[config.mk]
export PLATFORM = sky130hd
export DESIGN_NAME = cordic_phase_detector_flat
export DESIGN_NICKNAME = d
export VERILOG_FILES = /design/src/rtl/cordic_phase_detector_pkg.sv /design/src/rtl/cordic_phase_detector_if.sv /design/src/rtl/cordic_phase_detector_phase_diff_wrap.sv /design/src/rtl/cordic_phase_detector.sv /design/src/flat_wrapper.sv
export SDC_FILE = /design/constraint.sdc
export NUM_CORES = 1
export LEC_CHECK = 0
export ABC_AREA = 1
export BUFFER_PORTS_ARGS = -buffer_cell sky130_fd_sc_hd__buf_2
export CAP_MARGIN = 30
export CORE_MARGIN = 2
export CORE_UTILIZATION = 48
export CTS_CLUSTER_DIAMETER = 120
export DETAILED_ROUTE_END_ITERATION = 16
export MAX_ROUTING_LAYER = met4
export PLACE_DENSITY = 0.68
export SYNTH_ARGS = -nofsm -noshare
export SYNTH_HDL_FRONTEND = slang
export SYNTH_SLANG_ARGS = --single-unit
[constraint.sdc]
create_clock -name clk -period 8.95 [get_ports clk]
set_input_delay 1.3425 -clock clk [delete_from_list [all_inputs] [get_ports clk]]
set_output_delay 1.3425 -clock clk [all_outputs]
set_load 0.02 [all_outputs]
[src/rtl/cordic_phase_detector_pkg.sv]
// Shared CORDIC constants, datapath payload types and the arctangent table (Q4.28 radians).
package cordic_phase_detector_pkg;

    localparam int unsigned CORDIC_WIDTH = 16;
    localparam int unsigned PHASE_WIDTH  = 32;
    localparam int unsigned ITERATIONS   = 16;
    localparam int unsigned EXT_WIDTH    = CORDIC_WIDTH + 2;
    localparam int unsigned MAG_WIDTH    = CORDIC_WIDTH + 2;
    localparam int unsigned CNT_WIDTH    = 5;

    localparam logic signed [PHASE_WIDTH-1:0] SFIXED_PI      = 32'sh3243F6A8;
    localparam logic signed [PHASE_WIDTH-1:0] SFIXED_TWO_PI  = 32'sh6487ED51;
    localparam logic signed [PHASE_WIDTH-1:0] SFIXED_HALF_PI = 32'sh1921FB54;

    typedef enum logic [1:0] {
        ST_IDLE = 2'd0,
        ST_ITER = 2'd1,
        ST_DONE = 2'd2
    } state_t;

    // Working vector of the micro-rotation engine (x, y two's complement; z phase accumulator).
    typedef struct packed {
        logic [EXT_WIDTH-1:0]   x;
        logic [EXT_WIDTH-1:0]   y;
        logic [PHASE_WIDTH-1:0] z;
    } cordic_vec_t;

    // Result payload presented on the output side.
    typedef struct packed {
        logic [PHASE_WIDTH-1:0] phase;
        logic [MAG_WIDTH-1:0]   mag;
        logic [PHASE_WIDTH-1:0] freq;
        logic                   freq_valid;
    } result_t;

    // atan(2^-i) in Q4.28, i = 0..23.
    function automatic logic [PHASE_WIDTH-1:0] atan_lut(input logic [CNT_WIDTH-1:0] idx);
        logic [PHASE_WIDTH-1:0] a;
        case (idx)
            5'd0:    a = 32'h0C90FDAA;
            5'd1:    a = 32'h076B19C1;
            5'd2:    a = 32'h03EB6EBF;
            5'd3:    a = 32'h01FD5BA9;
            5'd4:    a = 32'h00FFAADD;
            5'd5:    a = 32'h007FF556;
            5'd6:    a = 32'h003FFEAA;
            5'd7:    a = 32'h001FFFD5;
            5'd8:    a = 32'h000FFFFA;
            5'd9:    a = 32'h0007FFFF;
            5'd10:   a = 32'h0003FFFF;
            5'd11:   a = 32'h0001FFFF;
            5'd12:   a = 32'h0000FFFF;
            5'd13:   a = 32'h00007FFF;
            5'd14:   a = 32'h00003FFF;
            5'd15:   a = 32'h00001FFF;
            5'd16:   a = 32'h00000FFF;
            5'd17:   a = 32'h000007FF;
            5'd18:   a = 32'h000003FF;
            5'd19:   a = 32'h000001FF;
            5'd20:   a = 32'h000000FF;
            5'd21:   a = 32'h0000007F;
            5'd22:   a = 32'h0000003F;
            5'd23:   a = 32'h0000001F;
            default: a = '0;
        endcase
        return a;
    endfunction

endpackage

[src/rtl/cordic_phase_detector_if.sv]
// I/Q sample in, phase/magnitude/frequency out; valid/ready on both sides.
interface cordic_phase_detector_if;
    import cordic_phase_detector_pkg::*;

    logic                           in_valid;
    logic                           in_ready;
    logic signed [CORDIC_WIDTH-1:0] x_in;
    logic signed [CORDIC_WIDTH-1:0] y_in;

    logic                           out_valid;
    logic                           out_ready;
    logic signed [PHASE_WIDTH-1:0]  phase_out;
    logic        [MAG_WIDTH-1:0]    mag_out;
    logic signed [PHASE_WIDTH-1:0]  freq_out;
    logic                           freq_valid;

    modport master (
        output in_valid, x_in, y_in, out_ready,
        input  in_ready, out_valid, phase_out, mag_out, freq_out, freq_valid
    );

    modport slave (
        input  in_valid, x_in, y_in, out_ready,
        output in_ready, out_valid, phase_out, mag_out, freq_out, freq_valid
    );

endinterface

[src/rtl/cordic_phase_detector_phase_diff_wrap.sv]
// Combinational a - b wrapped into [-pi, +pi); the difference is formed one bit wider so it cannot overflow.
module cordic_phase_detector_phase_diff_wrap
    import cordic_phase_detector_pkg::*;
(
    input  logic [PHASE_WIDTH-1:0] a,
    input  logic [PHASE_WIDTH-1:0] b,
    output logic [PHASE_WIDTH-1:0] diff
);

    logic signed [PHASE_WIDTH:0] raw;
    logic signed [PHASE_WIDTH:0] wrapped;
    logic signed [PHASE_WIDTH:0] pi_ext;
    logic signed [PHASE_WIDTH:0] two_pi_ext;

    // Single-step wrap: inputs are phases in about [-pi, +pi], so one 2*pi correction suffices.
    always_comb begin
        pi_ext     = {SFIXED_PI[PHASE_WIDTH-1], SFIXED_PI};
        two_pi_ext = {SFIXED_TWO_PI[PHASE_WIDTH-1], SFIXED_TWO_PI};
        raw        = {a[PHASE_WIDTH-1], a} - {b[PHASE_WIDTH-1], b};
        wrapped    = raw;
        if (raw >= pi_ext) begin
            wrapped = raw - two_pi_ext;
        end else if (raw < -pi_ext) begin
            wrapped = raw + two_pi_ext;
        end
        diff = PHASE_WIDTH'(wrapped);
    end

endmodule

[src/rtl/cordic_phase_detector.sv]
// Iterative vectoring-mode CORDIC: (x, y) -> atan2 phase, uncompensated magnitude and
// wrapped phase step versus the previous sample. One micro-rotation per clock.
module cordic_phase_detector
    import cordic_phase_detector_pkg::*;
(
    input  logic                   clk,
    input  logic                   rst,
    cordic_phase_detector_if.slave bus
);

    state_t                 state;
    state_t                 state_next;
    logic [CNT_WIDTH-1:0]   cnt;
    logic [CNT_WIDTH-1:0]   cnt_next;
    cordic_vec_t            vec_q;
    cordic_vec_t            vec_next;
    result_t                res_q;
    result_t                res_next;
    logic [PHASE_WIDTH-1:0] prev_phase;
    logic [PHASE_WIDTH-1:0] prev_phase_next;
    logic                   have_prev;
    logic                   have_prev_next;
    logic                   zero_in;
    logic                   zero_in_next;
    logic                   in_ready_q;
    logic                   in_ready_next;
    logic                   out_valid_q;
    logic                   out_valid_next;

    logic signed [EXT_WIDTH-1:0]   x_cur;
    logic signed [EXT_WIDTH-1:0]   y_cur;
    logic signed [EXT_WIDTH-1:0]   x_shr;
    logic signed [EXT_WIDTH-1:0]   y_shr;
    logic signed [EXT_WIDTH-1:0]   x_ext;
    logic signed [EXT_WIDTH-1:0]   y_ext;
    logic signed [PHASE_WIDTH-1:0] z_cur;
    logic signed [PHASE_WIDTH-1:0] atan_cur;
    logic [PHASE_WIDTH-1:0]        phase_final;
    logic [PHASE_WIDTH-1:0]        freq_wrap_c;

    // A zero vector has no angle; report 0 rather than the accumulated rotation sum.
    assign phase_final = zero_in ? '0 : vec_q.z;

    cordic_phase_detector_phase_diff_wrap u_wrap (
        .a    (phase_final),
        .b    (prev_phase),
        .diff (freq_wrap_c)
    );

    // Next-state and datapath update: pre-rotate on accept, rotate towards y=0, publish on DONE entry.
    always_comb begin
        state_next      = state;
        cnt_next        = cnt;
        vec_next        = vec_q;
        res_next        = res_q;
        prev_phase_next = prev_phase;
        have_prev_next  = have_prev;
        zero_in_next    = zero_in;
        out_valid_next  = out_valid_q;
        in_ready_next   = 1'b0;

        x_cur    = $signed(vec_q.x);
        y_cur    = $signed(vec_q.y);
        z_cur    = $signed(vec_q.z);
        x_shr    = x_cur >>> cnt;
        y_shr    = y_cur >>> cnt;
        atan_cur = $signed(atan_lut(cnt));
        x_ext    = {{(EXT_WIDTH-CORDIC_WIDTH){bus.x_in[CORDIC_WIDTH-1]}}, bus.x_in};
        y_ext    = {{(EXT_WIDTH-CORDIC_WIDTH){bus.y_in[CORDIC_WIDTH-1]}}, bus.y_in};

        case (state)
            ST_IDLE: begin
                if (bus.in_valid && in_ready_q) begin
                    zero_in_next = (bus.x_in == '0) && (bus.y_in == '0);
                    cnt_next     = '0;
                    // Left half-plane is folded by 180 degrees so the iterations only cover +-pi/2.
                    if (!x_ext[EXT_WIDTH-1]) begin
                        vec_next.x = x_ext;
                        vec_next.y = y_ext;
                        vec_next.z = '0;
                    end else begin
                        vec_next.x = -x_ext;
                        vec_next.y = -y_ext;
                        vec_next.z = y_ext[EXT_WIDTH-1] ? -SFIXED_PI : SFIXED_PI;
                    end
                    state_next = ST_ITER;
                end
            end

            ST_ITER: begin
                if (!y_cur[EXT_WIDTH-1]) begin
                    vec_next.x = x_cur + y_shr;
                    vec_next.y = y_cur - x_shr;
                    vec_next.z = z_cur + atan_cur;
                end else begin
                    vec_next.x = x_cur - y_shr;
                    vec_next.y = y_cur + x_shr;
                    vec_next.z = z_cur - atan_cur;
                end
                cnt_next = cnt + CNT_WIDTH'(1);
                if (cnt == CNT_WIDTH'(ITERATIONS - 1)) begin
                    state_next = ST_DONE;
                end
            end

            ST_DONE: begin
                if (!out_valid_q) begin
                    res_next.phase      = phase_final;
                    res_next.mag        = vec_q.x;
                    res_next.freq       = freq_wrap_c;
                    res_next.freq_valid = have_prev;
                    prev_phase_next     = phase_final;
                    have_prev_next      = 1'b1;
                    out_valid_next      = 1'b1;
                end else if (bus.out_ready) begin
                    out_valid_next = 1'b0;
                    state_next     = ST_IDLE;
                end
            end

            default: begin
                state_next = ST_IDLE;
            end
        endcase

        in_ready_next = (state_next == ST_IDLE);
    end

    // State and datapath registers with synchronous reset.
    always_ff @(posedge clk) begin
        if (rst) begin
            state       <= ST_IDLE;
            cnt         <= '0;
            vec_q       <= '0;
            res_q       <= '0;
            prev_phase  <= '0;
            have_prev   <= 1'b0;
            zero_in     <= 1'b0;
            in_ready_q  <= 1'b0;
            out_valid_q <= 1'b0;
        end else begin
            state       <= state_next;
            cnt         <= cnt_next;
            vec_q       <= vec_next;
            res_q       <= res_next;
            prev_phase  <= prev_phase_next;
            have_prev   <= have_prev_next;
            zero_in     <= zero_in_next;
            in_ready_q  <= in_ready_next;
            out_valid_q <= out_valid_next;
        end
    end

    assign bus.in_ready   = in_ready_q;
    assign bus.out_valid  = out_valid_q;
    assign bus.phase_out  = res_q.phase;
    assign bus.mag_out    = res_q.mag;
    assign bus.freq_out   = res_q.freq;
    assign bus.freq_valid = res_q.freq_valid;

endmodule
[src/flat_wrapper.sv]
// flat-port wrapper written by rule: the top's interface ports become plain ports
module cordic_phase_detector_flat import cordic_phase_detector_pkg::*;
  (clk, rst, bus_in_valid, bus_x_in, bus_y_in, bus_out_ready, bus_in_ready, bus_out_valid, bus_phase_out, bus_mag_out, bus_freq_out, bus_freq_valid);
  cordic_phase_detector_if bus_i ();
  input  logic clk;
  input  logic rst;
  input wire logic [$bits(bus_i.in_valid)-1:0] bus_in_valid;
  input wire logic [$bits(bus_i.x_in)-1:0] bus_x_in;
  input wire logic [$bits(bus_i.y_in)-1:0] bus_y_in;
  input wire logic [$bits(bus_i.out_ready)-1:0] bus_out_ready;
  output wire logic [$bits(bus_i.in_ready)-1:0] bus_in_ready;
  output wire logic [$bits(bus_i.out_valid)-1:0] bus_out_valid;
  output wire logic [$bits(bus_i.phase_out)-1:0] bus_phase_out;
  output wire logic [$bits(bus_i.mag_out)-1:0] bus_mag_out;
  output wire logic [$bits(bus_i.freq_out)-1:0] bus_freq_out;
  output wire logic [$bits(bus_i.freq_valid)-1:0] bus_freq_valid;
  assign bus_i.in_valid = bus_in_valid;
  assign bus_i.x_in = bus_x_in;
  assign bus_i.y_in = bus_y_in;
  assign bus_i.out_ready = bus_out_ready;
  assign bus_in_ready = bus_i.in_ready;
  assign bus_out_valid = bus_i.out_valid;
  assign bus_phase_out = bus_i.phase_out;
  assign bus_mag_out = bus_i.mag_out;
  assign bus_freq_out = bus_i.freq_out;
  assign bus_freq_valid = bus_i.freq_valid;
  cordic_phase_detector u_core (.clk(clk), .rst(rst), .bus(bus_i));
endmodule
# Word level (Yosys, flattened, before mapping)
# Memory sizes are Yosys's and may differ from the RTL's. A register that Yosys moved wholly into a read port is not among the register bits.
# Cells that the tools add are included.
dict set report totals {
  regBits 162
  mem_bits_ro 896
  out_inout_bits 85
  memories 1
}
# memory words word_bits read_ports rd_ports_with_merged_regs write_ports line
set mem_list {}
lappend mem_list {{(no name shown)} 32 28 1 1 0 cordic_phase_detector_pkg.sv:39} ;# case (idx)
dict set report classes {
  n_addsub 12
  n_lt_le_gt_ge 2
  eq_ne 4
  shift 2
  mux 19
  bitwise_logic 1
  reduce_logical 10
}
# operator count
set ops {}
lappend ops {{68-bit 2-to-1 mux} 3}
lappend ops {{68-bit one-hot mux with 2 select lines} 1}
lappend ops {{32-bit 2-to-1 mux} 4}
lappend ops {{18-bit adder} 2}
lappend ops {{16-bit negation with 18-bit output} 2}
lappend ops {{18-bit by 5-bit >>> shifter with 18-bit output} 2}
lappend ops {{18-bit subtractor} 2}
lappend ops {{33-bit by 31-bit greater-or-equal comparator with 1-bit output (second input constant)} 1}
lappend ops {{33-bit by 31-bit less-than comparator with 1-bit output (second input constant)} 1}
lappend ops {{32-bit by 32-bit subtractor with 33-bit output} 1}
lappend ops {{32-bit adder} 1}
lappend ops {{32-bit adder (second input constant)} 1}
lappend ops {{16-bit zero test} 2}
lappend ops {{32-bit subtractor} 1}
lappend ops {{32-bit subtractor (second input constant)} 1}
lappend ops {{5-bit 2-to-1 mux} 3}
lappend ops {{5-bit one-hot mux with 2 select lines} 1}
lappend ops {{2-bit 2-to-1 mux} 4}
lappend ops {{2-bit one-hot mux with 3 select lines} 1}
lappend ops {{2-bit AND reduction} 3}
lappend ops {{5-bit by 1-bit adder with 5-bit output (second input constant)} 1}
lappend ops {{5-bit by 4-bit equality test with 1-bit output (second input constant)} 1}
lappend ops {{2-bit zero test} 2}
lappend ops {{2-bit by 1-bit equality test with 1-bit output (second input constant)} 1}
lappend ops {{other kinds (6)} 8}

# Depth between registers and ports, before layout
# Gate-level depths: netlist of run 1.
dict set report logic_depth {
  ltp_word 5
  mapped_depth 31
  depth_no_buf 30
}

# Hierarchy
# Synthesis of run 1 repeated with hierarchy kept, for this count alone.
dict set report hier_totals {
  hier_cells 3621
  hier_area_um2 20497.2
}
# module instances cells_per_inst area_each_um2
set by_module_without_submodules {}
lappend by_module_without_submodules {cordic_phase_detector 1 2286 14300.0}
lappend by_module_without_submodules {cordic_phase_detector_phase_diff_wrap 1 1335 6197.2}

# Least setup slack after synthesis of run 1
# Ideal clock, no wire load.
dict set report synth_timing {
  path_kind {register -> register}
  start {reg u_core.cnt[0]}
  end {reg u_core.vec_q (netlist bit u_core.x_cur[12])}
  setup_ps 70
  t_arrival_ps 3833
  required_time_ps 8880
  slack_ps 5047
  stages_incl_launch_ff 30
  path_buffers 2
  path_cell_list {dfxtp_1 -> buf_4 -> buf_2 -> nand2_1 -> o21ai_0 -> o21ai_0 -> nand2_1 -> nand2_1 -> inv_1 -> o21ai_0 -> nand2_1 -> o21a_1 -> ha_1 -> or2_2 -> nand2_1 -> o21ai_0 -> ha_1 -> nand3_1 -> nand2_1 -> nand2_1 -> nand2_1 -> nand2_1 -> a21oi_1 -> o21ai_0 -> a21boi_0 -> o21a_1 -> nor2_1 -> o21ai_0 -> or2_2 -> a21oi_1}
}
dict set report synth_via {
  elab_chain_cells 4
  elab_cells_between_ends 5
  classes_between {add/sub (2); shift (1); mux (2)}
}
# item line
set synth_lines {}
lappend synth_lines {{start, declared} cordic_phase_detector.sv:13} ;# logic [CNT_WIDTH-1:0] cnt;
lappend synth_lines {{start signal, assigned} cordic_phase_detector.sv:143} ;# cnt <= cnt_next;
lappend synth_lines {{18-bit by 5-bit >>> shifter with 18-bit output (*)} cordic_phase_detector.sv:66} ;# y_shr = y_cur >>> cnt;
lappend synth_lines {{18-bit adder or 18-bit subtractor (tied branches)} {cordic_phase_detector.sv:92, cordic_phase_detector.sv:96}}
lappend synth_lines {{68-bit 2-to-1 mux (*)} cordic_phase_detector.sv:91} ;# if (!y_cur[EXT_WIDTH-1]) begin
lappend synth_lines {{68-bit one-hot mux with 2 select lines (*)} cordic_phase_detector.sv:71} ;# case (state)
lappend synth_lines {{end signal, assigned} cordic_phase_detector.sv:144} ;# vec_q <= vec_next;
lappend synth_lines {{end, declared} cordic_phase_detector.sv:15} ;# cordic_vec_t vec_q;
# Every way passes the cells marked *; elsewhere a longest branch is shown, timed or not.
# A chain may end at the register's enable or synchronous reset.

# Worst setup path after layout of run 1
dict set report layout_timing {
  start {reg u_core.cnt[3]}
  end {reg u_core.vec_q (netlist bit u_core.x_cur[15])}
}
# The elaborated chain is that of the path after synthesis.

==> flow_metrics.py, run 1 <==
metrics = {
    "routing": {
        "routed_wire_length_per_instance_um": 17.7,
        "route.detailed.drc": 0,
        "drt-vias-per-instance": 5.58,
        "final_antenna_net_count": 0,
        "totalWireLength_um": 70600,
        "detail_route.first_pass.iterations": 6,
        "detailedRoute.firstIterationViolations": 1729,
        "vias": 22300,
    },
    "layout": {
        "fraction_of_layout_cells_with_a_size_suffix_above_1": 0.0841,
        "nNetsFinal": 3602,
        "antenna_cells_inserted": 0,
        "layoutNonFillerInstCount": 3991,
        "syn_to_final_growth_pct": 7.71,
        "finalCoreUtilization": 0.522,
        "finish.instance_area_mm2": 0.0212,
    },
    "placement": {
        "pre_cts_ws_ps": 3680,
        "cell_total_after_placement": 3958,
        "dp.final_hpwl_um": 54900,
        "buffers_on_ports": 120,
        "placed_cell_area_mm2": 0.0206,
        "routabilityCongestion": 0.975,
    },
    "pwr": {
        "post-layout-total-power_mw": 4.95,
        "cellPowerDensity_mw_per_mm2": 233,
        "vdd_drop_max_mv": 0.139,
        "leakage_nw": 11.2,
    },
    "min_path": {
        "timing.hold.worst.class": "reg2reg",
        "count_of_cells_along_the_worst_hold_path": 1,
        "hold_start": "u_core.have_prev",
    },
    "logic_synthesis": {
        "yosys_warnings": 0,
        "synth-main-ff-cell": "sky130_fd_sc_hd__dfxtp_1",
        "synth.cells.most_frequent": "sky130_fd_sc_hd__nand2_1 (909), sky130_fd_sc_hd__inv_1 (459), sky130_fd_sc_hd__o21ai_0 (339)",
        "synth_seq_area_share": 0.193,
        "async_reset_ff_frac": 0,
        "yosys.cell_count.top_type": "sky130_fd_sc_hd__nand2_1",
        "yosys_register_bits": 190,
        "netlist_top_cells_area": "sky130_fd_sc_hd__dfxtp_1 (19%), sky130_fd_sc_hd__nand2_1 (17%), sky130_fd_sc_hd__inv_1 (8.7%)",
        "synth_area_leader_cell": "sky130_fd_sc_hd__dfxtp_1",
        "synth_top_area_share": 0.193,
        "synthesis.nets": 3564,
        "syn-mean-instance-area_um2": 5.78,
        "synthesized_instance_count": 3408,
        "post_synth_instance_area_mm2": 0.0197,
        "post_synth_num_cell_types": 59,
        "synth_enable_flop_cells": 0,
    },
    "sta": {
        "rsz_0062_raised_after_global_routing": "false",
        "fmax_ghz": 0.184,
        "finalHoldViolCount": 0,
        "timing.final.ws_setup_ps": 3530,
        "worst_hold_slack_ps": 483,
        "period_share": 0.606,
        "minimum_clock_period_ps": 5420,
        "report.final.slew_viol_count": 0,
        "worstMarginPinSlew_ps": 980,
        "fin_setup_tns_ps": 0,
        "finalSetupViolations": 0,
        "slew_headroom": 0.344,
        "finClkSkew_ps": 15.6,
    },
    "die": {
        "die-height_um": 207,
        "chipWidth_um": 207,
        "design.core.area_mm2": 0.0406,
        "top_level_ports": 121,
        "count_of_standard_cell_rows": 74,
        "start_util": 0.485,
        "dieArea_mm2": 0.0427,
    },
    "grt": {
        "track_usage": 0.341,
        "met3_usage": 0.0608,
        "grt_pass1_wl_um": 111000,
        "initial_antenna_violation_count": 0,
        "grt.overflow.total": 0,
        "grt_use_met1": 0.425,
        "grt_pass1_vias": 20600,
        "pin_count_of_the_biggest_net_entering_global_routing": 100,
        "global_route.peak_usage_layer": "met2",
        "globalRouteMet2Util": 0.555,
    },
    "setup_path": {
        "critPathCaptureType": "flop",
        "critical_path.cell_chain": "clkinv_1 -> nor2_1 -> inv_1 -> o21ai_0 -> nor2_1 -> nand2_1 -> nor2_1 -> nand3_1 -> nand2_1 -> o21ai_0 -> inv_1 -> ha_1 -> nand2_1 -> nor2_1 -> nand2_1 -> o21ai_0 -> nand3_1 -> o21bai_1 -> a21o_1 -> a21oi_1 -> xor2_1 -> nand2_1 -> a21oi_1",
        "cp_max_fo": 13,
        "path_class": "reg2reg",
        "crit-reg2reg-launch": "u_core.cnt[3]",
        "crit_arrival_ps": 5850,
        "crit_path_max_incr_delay_ps": 890,
        "crit_slowest_cell": "sky130_fd_sc_hd__nor2_1",
        "timing.critical_path.mode_cell": "sky130_fd_sc_hd__nand2_1",
        "r2r_cells": 23,
        "timing.critical_path.required_ps": 9380,
        "worst_setup_path_startpoint": "u_core.cnt[3]",
        "startpoint_type": "flop",
    },
    "clock_network": {
        "worstSkewPairLatency_ps": 510,
        "clock_sinks": 190,
        "clk_pin_slew_ps": 80,
        "cts_hold_buf": 0,
        "post_cts_buffers": 0,
        "cts_tree": "done",
        "cts_inserted_buffers": 17,
        "post_cts_resize_count": 0,
        "deepest_level_of_the_cts_h_tree": 4,
        "cts_root_buffer": "sky130_fd_sc_hd__clkbuf_16",
        "number_of_buffers_on_the_longest_clock_path": 2,
    },
    "run": {
        "max_cap_viol_count": 0,
    },
    "run_status": {
        "run_status": "finished clean",
    },
}
routing by layer:
metal / vias up / part of all wire
met5: - / 0
met4: 0 / 0.029
met3: 115 / 0.064
met2: 721 / 0.47
met1: 10300 / 0.44
li1: 11200 / -
kinds of logic after synthesis:
kind of cell	synth area share
multiplexers	0.00216
adder cells (fa/ha/maj)	0.0778
flip-flops	0.193
XOR/XNOR	0.0449
AND/OR/NAND/NOR	0.346
AO/OA/AOI/OAI	0.216
buffers and inverters	0.120
critical path: cells and delay by family (launching register included):
family	cells	cell delay, ps
buf+inv	3	850
xor+xnor	1	140
fa+ha+maj	1	320
flops	1	550
simple gates	11	1860
compound gates	7	1610
flip-flops by register name, summed over array words and instances, names as in the netlist, 2 cells and up:
signal,count
u_core.bus.phase_out,32
u_core.y_cur,18
u_core.bus.freq_out,32
u_core.state,2
u_core.cnt,5
u_core.bus.mag_out,18
u_core.z_cur,32
u_core.atan_cur,28
u_core.x_cur,18
cell type report:
class / instances / area (µm²)
multi-input cells: 2617 / 13600
inverters: 483 / 1820
flip-flops and latches: 190 / 3800
clock inverters: 15 / 191
clock buffers: 17 / 425
fillers: 4316 / 19400
repair buffers: 137 / 752
well taps: 532 / 666
final timing paths:
kind	end	slack, ps
min reg2reg	u_core.have_prev	480
max	u_core.x_cur[15]	3530
max reg2reg	u_core.x_cur[15]	3530
min	u_core.have_prev	480
placed cells by master (no fill, tap or decap), types with 8 or more instances in the layout:
master                      instances
sky130_fd_sc_hd__nand2_1          909
sky130_fd_sc_hd__inv_1            456
sky130_fd_sc_hd__o21ai_0          339
sky130_fd_sc_hd__nor2_1           312
sky130_fd_sc_hd__a21oi_1          276
sky130_fd_sc_hd__nand3_1          205
sky130_fd_sc_hd__dfxtp_1          190
sky130_fd_sc_hd__buf_2            120
sky130_fd_sc_hd__ha_1             116
sky130_fd_sc_hd__xor2_1            70
sky130_fd_sc_hd__nor3_1            34
sky130_fd_sc_hd__nand4_1           32
sky130_fd_sc_hd__nand2_2           32
sky130_fd_sc_hd__xnor2_1           31
sky130_fd_sc_hd__o21ai_1           26
sky130_fd_sc_hd__a31oi_1           24
sky130_fd_sc_hd__nor2_2            21
sky130_fd_sc_hd__or2_2             19
sky130_fd_sc_hd__inv_2             18
sky130_fd_sc_hd__clkbuf_16         17
sky130_fd_sc_hd__o211ai_1          16
sky130_fd_sc_hd__a211oi_1          16
sky130_fd_sc_hd__o21a_1            15
sky130_fd_sc_hd__a221oi_1          15
sky130_fd_sc_hd__buf_4             15
sky130_fd_sc_hd__nand3_2           10
sky130_fd_sc_hd__nand3b_1           8
where the power goes:
| group | internal, mW | switching (mW) | leakage, nW |
|---|---|---|---|
| Clock | 0.402 | 0.420 | 0.300 |
| Sequential | 0.896 | 0.0678 | 1.55 |
| Combinational | 0.970 | 2.19 | 9.32 |
| Total | 2.27 | 2.68 | 11.2 |
No activity file was read; power rests on OpenSTA's default activity.
==> run 2: changes to the inputs <==
==> constraint.sdc (replaced) <==
create_clock -name clk -period 5.4 [get_ports clk]
set_input_delay 0.81 -clock clk [delete_from_list [all_inputs] [get_ports clk]]
set_output_delay 0.81 -clock clk [all_outputs]
set_load 0.02 [all_outputs]
==> run 2 against run 1 <==
Via count decreased by 0.23%. Critical path type unchanged. Critical endpoint is now u_core.y_cur[13]. Combinational power is 65% higher. First-iteration DRC count is 4.6% higher. Global-route usage is 0.21 points lower. Non-clock buffer count is 6 higher.
==> flow_metrics.py, run 2 (synthesis gave the netlist of run 1 again) <==
metrics = {
    "run_status": {
        "run_status": "finished clean",
    },
    "clock_network": {
        "worstSkewPairLatency_ps": 500,
        "cts_tree": "done",
        "clock_sinks": 190,
        "clk_pin_slew_ps": 80,
        "number_of_buffers_on_the_longest_clock_path": 2,
        "cts_hold_buf": 0,
        "post_cts_resize_count": 0,
        "deepest_level_of_the_cts_h_tree": 4,
        "cts_root_buffer": "sky130_fd_sc_hd__clkbuf_16",
        "cts_inserted_buffers": 17,
        "post_cts_buffers": 0,
    },
    "layout": {
        "ff_latch_area_mm2": 0.00380,
        "fraction_of_layout_cells_with_a_size_suffix_above_1": 0.0854,
        "final.fill_count": 4393,
        "layout_common_cells": "sky130_fd_sc_hd__nand2_1 (909), sky130_fd_sc_hd__inv_1 (456), sky130_fd_sc_hd__o21ai_0 (339), sky130_fd_sc_hd__nor2_1 (312), sky130_fd_sc_hd__a21oi_1 (276)",
        "nNetsFinal": 3608,
        "mostFrequentLayoutCell": "sky130_fd_sc_hd__nand2_1",
        "multiInputGateArea_mm2": 0.0136,
        "syn_to_final_growth_pct": 7.80,
    },
    "setup_path": {
        "timing.critical_path.mode_cell": "sky130_fd_sc_hd__o21ai_0",
        "critPathCaptureType": "flop",
        "crit_slowest_cell": "sky130_fd_sc_hd__o21ai_0",
        "r2r_end": "u_core.y_cur[13]",
        "dominant_delay_contributor_by_cell_family_on_the_critical_path": "compound AO/OA/AOI/OAI gates",
        "critical_path.cell_chain": "buf_4 -> o21ai_0 -> nand2_1 -> o21ai_0 -> o21ai_0 -> a21oi_1 -> o21ai_0 -> inv_1 -> ha_1 -> a21oi_1 -> xnor2_1 -> inv_1 -> ha_1 -> nand2_1 -> o21ai_0 -> o21bai_1 -> nand3_1 -> o21ai_0 -> nand3_1 -> and3_1 -> o21ai_0 -> a31oi_1",
        "path_buf_inv": 3,
        "r2r_cells": 22,
        "cp_max_fo": 46,
        "worst-r2r-setup-slack_ps": 870,
        "crit_path_max_incr_delay_ps": 380,
        "timing.critical_path.required_ps": 5770,
        "startpoint_type": "flop",
        "path_class": "reg2reg",
        "crit-reg2reg-launch": "u_core.cnt[0]",
        "crit_arrival_ps": 4900,
    },
    "die": {
        "count_of_standard_cell_rows": 74,
        "start_util": 0.485,
        "die-height_um": 207,
        "dieArea_mm2": 0.0427,
        "chipWidth_um": 207,
        "design.core.area_mm2": 0.0406,
        "top_level_ports": 121,
    },
    "sta": {
        "timing.final.ws_setup_ps": 868,
        "fmax_ghz": 0.221,
        "rsz_0062_raised_after_global_routing": "false",
        "finClkSkew_ps": 9.66,
        "report.final.slew_viol_count": 0,
        "slew_headroom": 0.326,
        "finalHoldViolCount": 0,
        "finalSetupViolations": 0,
        "period_share": 0.839,
        "fin_setup_tns_ps": 0,
        "worstMarginPinSlew_ps": 1010,
        "minimum_clock_period_ps": 4530,
    },
    "grt": {
        "track_usage": 0.339,
        "grt.overflow.total": 0,
        "initial_antenna_violation_count": 2,
        "pin_count_of_the_biggest_net_entering_global_routing": 105,
        "grt_pass1_vias": 20800,
        "grt_pass1_wl_um": 110000,
    },
    "placement": {
        "routabilityCongestion": 1.01,
        "buffers_on_ports": 120,
        "dp.final_hpwl_um": 54700,
        "pre_cts_ws_ps": 911,
    },
    "min_path": {
        "count_of_cells_along_the_worst_hold_path": 1,
        "timing.hold.worst.class": "reg2reg",
        "hold_path_end": "u_core.have_prev",
        "hold_start": "u_core.have_prev",
    },
    "routing": {
        "drt-vias-per-instance": 5.56,
        "totalWireLength_um": 69900,
        "final_antenna_net_count": 0,
        "vias": 22200,
        "detailedRoute.firstIterationViolations": 1809,
        "detail_route.first_pass.iterations": 6,
        "routed_wire_length_per_instance_um": 17.5,
        "route.detailed.drc": 0,
    },
    "pwr": {
        "cellPowerDensity_mw_per_mm2": 383,
        "leakage_nw": 11.2,
        "post-layout-total-power_mw": 8.13,
        "vdd_drop_max_mv": 0.250,
    },
    "run": {
        "max_cap_viol_count": 0,
    },
}
-- run 2: report_power, final --
group	internal (mW)	switching, mW
Sequential	1.49	0.114
Combinational	1.62	3.60
Clock	0.653	0.658
Total	3.76	4.37
-- run 2: final cells by class --
cell class / instances / share of cell area
Timing Repair Buffer: 143 / 0.0374
Antenna cell: 2 / 0.000236
Multi-Input combinational cell: 2617 / 0.638
Clock inverter: 14 / 0.00743
Clock buffer: 18 / 0.0202
Inverter: 483 / 0.0858
Tap cell: 532 / 0.0314
Sequential cell: 190 / 0.179
-- run 2: metrics by stage --
stage | cell area (µm²) | util | hold WS (ps) | std cells
floorplan | 19700 | - | 441 | 3408
global placement | 20600 | 0.507 | 448 | 3964
detailed placement | 20600 | 0.507 | 454 | 3964
CTS | 21200 | 0.522 | 472 | 3996
global route | 21200 | 0.522 | 514 | 3999
finish | 21200 | 0.522 | 469 | 3999
-- run 2: worst max path at each step --
| stage | startpoint | to | slack (ps) | cells after the start |
|---|---|---|---|---|
| after floorplan | u_core.cnt[0] | u_core.x_cur[12] | 1500 | 29 |
| after global placement | u_core.cnt[3] | u_core.x_cur[15] | 930 | 21 |
| after detailed placement | u_core.cnt[3] | u_core.x_cur[15] | 910 | 21 |
| after CTS | u_core.cnt[3] | u_core.x_cur[15] | 850 | 21 |
| after global routing | u_core.cnt[0] | u_core.x_cur[15] | 180 | 26 |
| final | u_core.cnt[0] | u_core.y_cur[13] | 870 | 22 |
-- run 2: routing by layer --
| layer | up-vias | wire, µm | GRT usage |
|---|---|---|---|
| li1 | 11200 | - | - |
| met1 | 10100 | 30800 | 0.421 |
| met2 | 747 | 32100 | 0.549 |
| met3 | 146 | 4450 | 0.0590 |
| met4 | 0 | 2530 | 0.128 |
| met5 | - | 0 | - |
